==> config.mk <==
export PLATFORM = sky130hd
export DESIGN_NAME = spot_allocator
export DESIGN_NICKNAME = d
export VERILOG_FILES = /design/src/rtl/parking_pkg.sv /design/src/rtl/lowest_free_enc.sv /design/src/rtl/spot_allocator.sv
export SDC_FILE = /design/constraint.sdc
export NUM_CORES = 1
export LEC_CHECK = 0
export ABC_AREA = 0
export BUFFER_PORTS_ARGS = -buffer_cell sky130_fd_sc_hd__buf_4
export CORE_MARGIN = 2
export CORE_UTILIZATION = 45
export CTS_BUF_LIST = sky130_fd_sc_hd__clkbuf_8
export CTS_CLUSTER_SIZE = 25
export DETAILED_ROUTE_END_ITERATION = 10
export PLACE_DENSITY = 0.82
export SLEW_MARGIN = 20
export SYNTH_ARGS = -nofsm -noshare
export SYNTH_HDL_FRONTEND = slang
export SYNTH_SLANG_ARGS = --single-unit
==> constraint.sdc <==
create_clock -name CLK -period 2.8 [get_ports CLK]
set_clock_uncertainty 0.05 [all_clocks]
set_input_delay 0.56 -clock CLK [delete_from_list [all_inputs] [get_ports CLK]]
set_output_delay 0.56 -clock CLK [all_outputs]
set_load 0.01 [all_outputs]
==> src/rtl/parking_pkg.sv <==
`default_nettype none
// ============================================================================
//  Module      : parking_pkg
//  Description : Shared width helper and spot-state encoding for the
//                parking-lot spot allocator.
//  Revision    : 1.0 - initial release
// ============================================================================
package parking_pkg;

    // Encoding of one bit of the occupancy (F) vector
    localparam logic SPOT_FREE  = 1'b0;
    localparam logic SPOT_TAKEN = 1'b1;

    // Ceiling log2; clog2(1) = 0, clog2(2) = 1, clog2(5) = 3
    function automatic int clog2(input int value);
        int r;
        r = 0;
        while ((1 << r) < value) begin
            r = r + 1;
        end
        return r;
    endfunction

endpackage
`default_nettype wire

==> src/rtl/lowest_free_enc.sv <==
`default_nettype none
// ============================================================================
//  Module      : lowest_free_enc
//  Description : Combinational priority encoder returning the lowest-index
//                set bit of the free-spot vector.
//  Revision    : 1.0 - initial release
// ============================================================================
module lowest_free_enc
    import parking_pkg::*;
#(
    parameter int N_SPOTS = 4,
    parameter int SEL_W   = (clog2(N_SPOTS) < 1) ? 1 : clog2(N_SPOTS)
) (
    input  logic [N_SPOTS-1:0] free_vec,
    output logic [SEL_W-1:0]   idx,
    output logic               any_free
);

    // Scan from the top down so the last hit (the lowest index) wins
    always_comb begin
        idx      = '0;
        any_free = 1'b0;
        for (int i = N_SPOTS - 1; i >= 0; i--) begin
            if (free_vec[i]) begin
                idx      = SEL_W'(i);
                any_free = 1'b1;
            end
        end
    end

endmodule
`default_nettype wire

==> src/rtl/spot_allocator.sv <==
`default_nettype none
// ============================================================================
//  Module      : spot_allocator
//  Description : Parking-lot occupancy manager. Allocates the lowest free
//                spot on entry, frees a named spot on exit, and keeps an
//                occupancy count with registered full/empty flags.
//  Revision    : 1.0 - initial release
// ============================================================================
module spot_allocator
    import parking_pkg::*;
#(
    parameter int N_SPOTS = 4,
    parameter int SEL_W   = (clog2(N_SPOTS) < 1) ? 1 : clog2(N_SPOTS),
    parameter int CNT_W   = clog2(N_SPOTS + 1)
) (
    input  logic               CLK,
    input  logic               RST,
    input  logic               En,
    input  logic               entry_req,
    input  logic               exit_req,
    input  logic [SEL_W-1:0]   exit_spot,
    output logic [N_SPOTS-1:0] F,
    output logic [N_SPOTS-1:0] E,
    output logic [CNT_W-1:0]   count,
    output logic               full,
    output logic               empty,
    output logic               entry_ack,
    output logic [SEL_W-1:0]   entry_spot,
    output logic               entry_nack,
    output logic               exit_ack,
    output logic               exit_err
);

    localparam logic [CNT_W-1:0] C_FULL_COUNT = CNT_W'(N_SPOTS);

    logic [N_SPOTS-1:0] r_f;
    logic [CNT_W-1:0]   r_count;
    logic               r_full;
    logic               r_empty;
    logic               r_entry_ack;
    logic [SEL_W-1:0]   r_entry_spot;
    logic               r_entry_nack;
    logic               r_exit_ack;
    logic               r_exit_err;

    logic [N_SPOTS-1:0] w_free_vec;
    logic [SEL_W-1:0]   w_free_idx;
    logic               w_any_free;
    logic               w_exit_hit;
    logic               w_entry_ok;
    logic               w_entry_nok;
    logic               w_exit_ok;
    logic               w_exit_nok;
    logic [N_SPOTS-1:0] w_f_next;
    logic [CNT_W-1:0]   w_count_next;

    assign w_free_vec = ~r_f;

    lowest_free_enc #(
        .N_SPOTS (N_SPOTS),
        .SEL_W   (SEL_W)
    ) u_enc (
        .free_vec (w_free_vec),
        .idx      (w_free_idx),
        .any_free (w_any_free)
    );

    // Exit target is occupied; indices >= N_SPOTS match no bit and read as free
    always_comb begin
        w_exit_hit = 1'b0;
        for (int i = 0; i < N_SPOTS; i++) begin
            if (exit_spot == SEL_W'(i)) begin
                w_exit_hit = (r_f[i] == SPOT_TAKEN);
            end
        end
    end

    // Request decode, all against the pre-edge occupancy
    always_comb begin
        w_entry_ok  = En & entry_req & w_any_free;
        w_entry_nok = En & entry_req & ~w_any_free;
        w_exit_ok   = En & exit_req & w_exit_hit;
        w_exit_nok  = En & exit_req & ~w_exit_hit;
    end

    // Next occupancy: the freed spot was taken and the granted spot was free,
    // so the two updates never touch the same bit
    always_comb begin
        w_f_next = r_f;
        for (int i = 0; i < N_SPOTS; i++) begin
            if (w_exit_ok && (exit_spot == SEL_W'(i))) begin
                w_f_next[i] = SPOT_FREE;
            end
            if (w_entry_ok && (w_free_idx == SEL_W'(i))) begin
                w_f_next[i] = SPOT_TAKEN;
            end
        end
        w_count_next = r_count + CNT_W'(w_entry_ok) - CNT_W'(w_exit_ok);
    end

    // State and response registers; flags follow the next-state count
    always_ff @(posedge CLK or posedge RST) begin
        if (RST) begin
            r_f          <= '0;
            r_count      <= '0;
            r_full       <= 1'b0;
            r_empty      <= 1'b1;
            r_entry_ack  <= 1'b0;
            r_entry_spot <= '0;
            r_entry_nack <= 1'b0;
            r_exit_ack   <= 1'b0;
            r_exit_err   <= 1'b0;
        end else begin
            r_f          <= w_f_next;
            r_count      <= w_count_next;
            r_full       <= (w_count_next == C_FULL_COUNT);
            r_empty      <= (w_count_next == '0);
            r_entry_ack  <= w_entry_ok;
            r_entry_nack <= w_entry_nok;
            r_exit_ack   <= w_exit_ok;
            r_exit_err   <= w_exit_nok;
            if (w_entry_ok) begin
                r_entry_spot <= w_free_idx;
            end
        end
    end

    assign F          = r_f;
    assign E          = ~r_f;
    assign count      = r_count;
    assign full       = r_full;
    assign empty      = r_empty;
    assign entry_ack  = r_entry_ack;
    assign entry_spot = r_entry_spot;
    assign entry_nack = r_entry_nack;
    assign exit_ack   = r_exit_ack;
    assign exit_err   = r_exit_err;

endmodule
`default_nettype wire

==> summary.txt <==
Status = completed
Post-synthesis sequential area ratio = 0.580
CP dominant cell by count = xnor2_1
Min Hold Slack = 0.318 ns
Final setup violating endpoints = 0
Setup_tns = 0 ns
CTS tree = done
Syn Inst Count = 58
Final hold vios = 0
Final Util = 0.685
Antenna violations before repair = 0
Hold_buf cts = 0
Total wire length = 1210 µm
# fillers = 101
Layout cells sized above 1 = 0.391
Buf+Inv Stages, Crit Path = 1
Post-CTS Resized = 0
Reg2reg start = F[1]
#FFs+latches synth = 15
Crit share post-route = 0.855
Synth cell types = 22
Slew Viols, Final = 0
Starting DRT DRC Count = 13
H-tree levels = 1
Worst-path clk slew = 0.06 ns
Die H = 42.0 µm
Crit start category = flop
Initial Util = 0.493
Detailed Routing Iterations Pass 1 = 4
Critical Path Start = F[1]
WP data arrival = 2.50 ns
Critical path cell sequence = mux4_2 > nand3_2 > xnor2_1 > ha_1 > inv_1 > fa_1 > xnor2_1 > nor3b_1
Largest net degree at the start of global routing = 16
TritonCTS buffer count = 3
Area Overhead vs Synth = 38.9%
Max-cap violations = 0
First-pass GRT wire length = 2050 µm
Die X = 42.0 µm
Syn avg cell area = 11.2 µm²
Nets = 97
WL/cell = 11.9 µm
Worst-Skew Late Latency = 0.24 ns
Vias in the first global route = 482
CTS max path bufs = 2
WP data required = 2.90 ns
RSZ-0062 raised after global routing = false
CTS Sinks = 15
Clock Root Buffer = clkbuf_8
Global Route Usage Sum = 0.152
Crit. End Element = flop
Critical path's slowest cell = mux4_2
DR DRC count = 0
Synthesized area = 649 µm²
Synth warnings = 0
Most frequent cells in the layout = buf_4 (25), dfrtp_1 (14), inv_1 (8)
Core Region = 1320 µm²
Via/cell ratio = 5.00
Peak Freq = 418 MHz
Post-DRT Antenna Nets = 0
Peak VDD IR = 0.000519 V
Rows = 13
PD cells = 1080 nW/µm²
Minimum clock period = 2.40 ns
Worst Hold Class = in -> async
Leak = 0.000459 µW
DP Cell Count = 98
Critical path fanouts, max = 8
Commonest non-fill, non-tap cell in the layout = buf_4
Max-slew headroom = 0.633
Routability cong. = 0.796
Slew at the pin with the worst max-slew slack = 0.549 ns
Number of port buffers = 25
Slowest stage delay, CP = 0.52 ns
Layout Cells excl Fill = 102
Post-CTS Setup Bufs = 0
Syn_nets = 67
GR Overflow Total = 0
IO Pins = 26
Post-route cell area = 902 µm²
Die area = 1760 µm²
Post-DP HPWL = 978 µm
Critical path class = reg -> reg
Antenna diode count = 0
CP top delay family = multiplexers
Dpl cell area = 856 µm²
DR vias = 510
## per-stage QoR
stage	setup slack [ns]	power [µW]
floorplan	0.446	604
global placement	0.291	798
detailed placement	0.219	812
CTS	0.401	982
global route	0.262	1050
finish	0.405	971
## layer usage
metal / GRT usage / share of wire / vias up / routed length, µm
met4: 0.0581 / 0.0066 / 0 / 8
met5: 0 / 0 / - / 0
met1: 0.188 / 0.43 / 233 / 519
li1: - / - / 252 / -
met3: 0.0345 / 0.083 / 2 / 101
met2: 0.259 / 0.48 / 23 / 580
## Yosys cell counts
library cell   n  area share
mux4_2         1       0.035
nand2_1        5       0.029
o31ai_1        1       0.012
nor3_1         2       0.015
fa_1           1       0.031
mux2_2         1       0.017
a31oi_1        1      0.0096
inv_1          8       0.046
nor2_1         4       0.023
xnor2_1        3       0.040
a21oi_1        4       0.031
ha_1           1       0.019
o21ai_0        3       0.023
nand3_2        1       0.015
dfstp_2        1       0.040
dfrtp_1       14        0.54
nor3b_1        1       0.012
o22a_1         1       0.013
nand2b_1       1      0.0096
nand3_1        2       0.015
and2_2         1       0.012
o21a_1         1       0.012
## power by group
| part | switching, µW | internal (µW) |
|---|---|---|
| Sequential | 77.7 | 298 |
| Clock | 69.5 | 98.1 |
| Combinational | 202 | 226 |
## cell families after synthesis
group | after synthesis | share of synthesized area
AND/OR/NAND/NOR | 17 | 0.131
flip-flops | 15 | 0.580
AO/OA/AOI/OAI | 11 | 0.100
buffers and inverters | 8 | 0.0462
XOR/XNOR | 3 | 0.0405
multiplexers | 2 | 0.0520
adder cells (fa/ha/maj) | 2 | 0.0501
## state kept, by name, indices dropped and copies added (netlist names)
signal and cells:
F 4, count 3, entry_spot 2, empty 1, entry_ack 1, entry_nack 1, exit_ack 1, exit_err 1
full 1
## worst paths after layout
check / cells after the start / to / slack (ns)
worst min register to register: 1 / entry_spot[0] / 0.46
worst max-delay path: 8 / full / 0.40
worst max register to register: 8 / full / 0.40
max in group asynchronous: 2 / empty / 2.01
worst min-delay path: 2 / exit_err / 0.32
min in group CLK: 1 / entry_spot[0] / 0.46
## final cells by class
| type | count | area [µm²] | share of cell area |
|---|---|---|---|
| flip-flops and latches | 15 | 377 | 0.417 |
| multi-input cells | 35 | 243 | 0.269 |
| repair buffers | 25 | 188 | 0.208 |
| clock buffers | 3 | 41.3 | 0.0458 |
| inverters | 8 | 30.0 | 0.0333 |
| well taps | 15 | 18.8 | 0.0208 |
| clock inverters | 1 | 5.00 | 0.00555 |
Power figures use the tool's default switching activity.
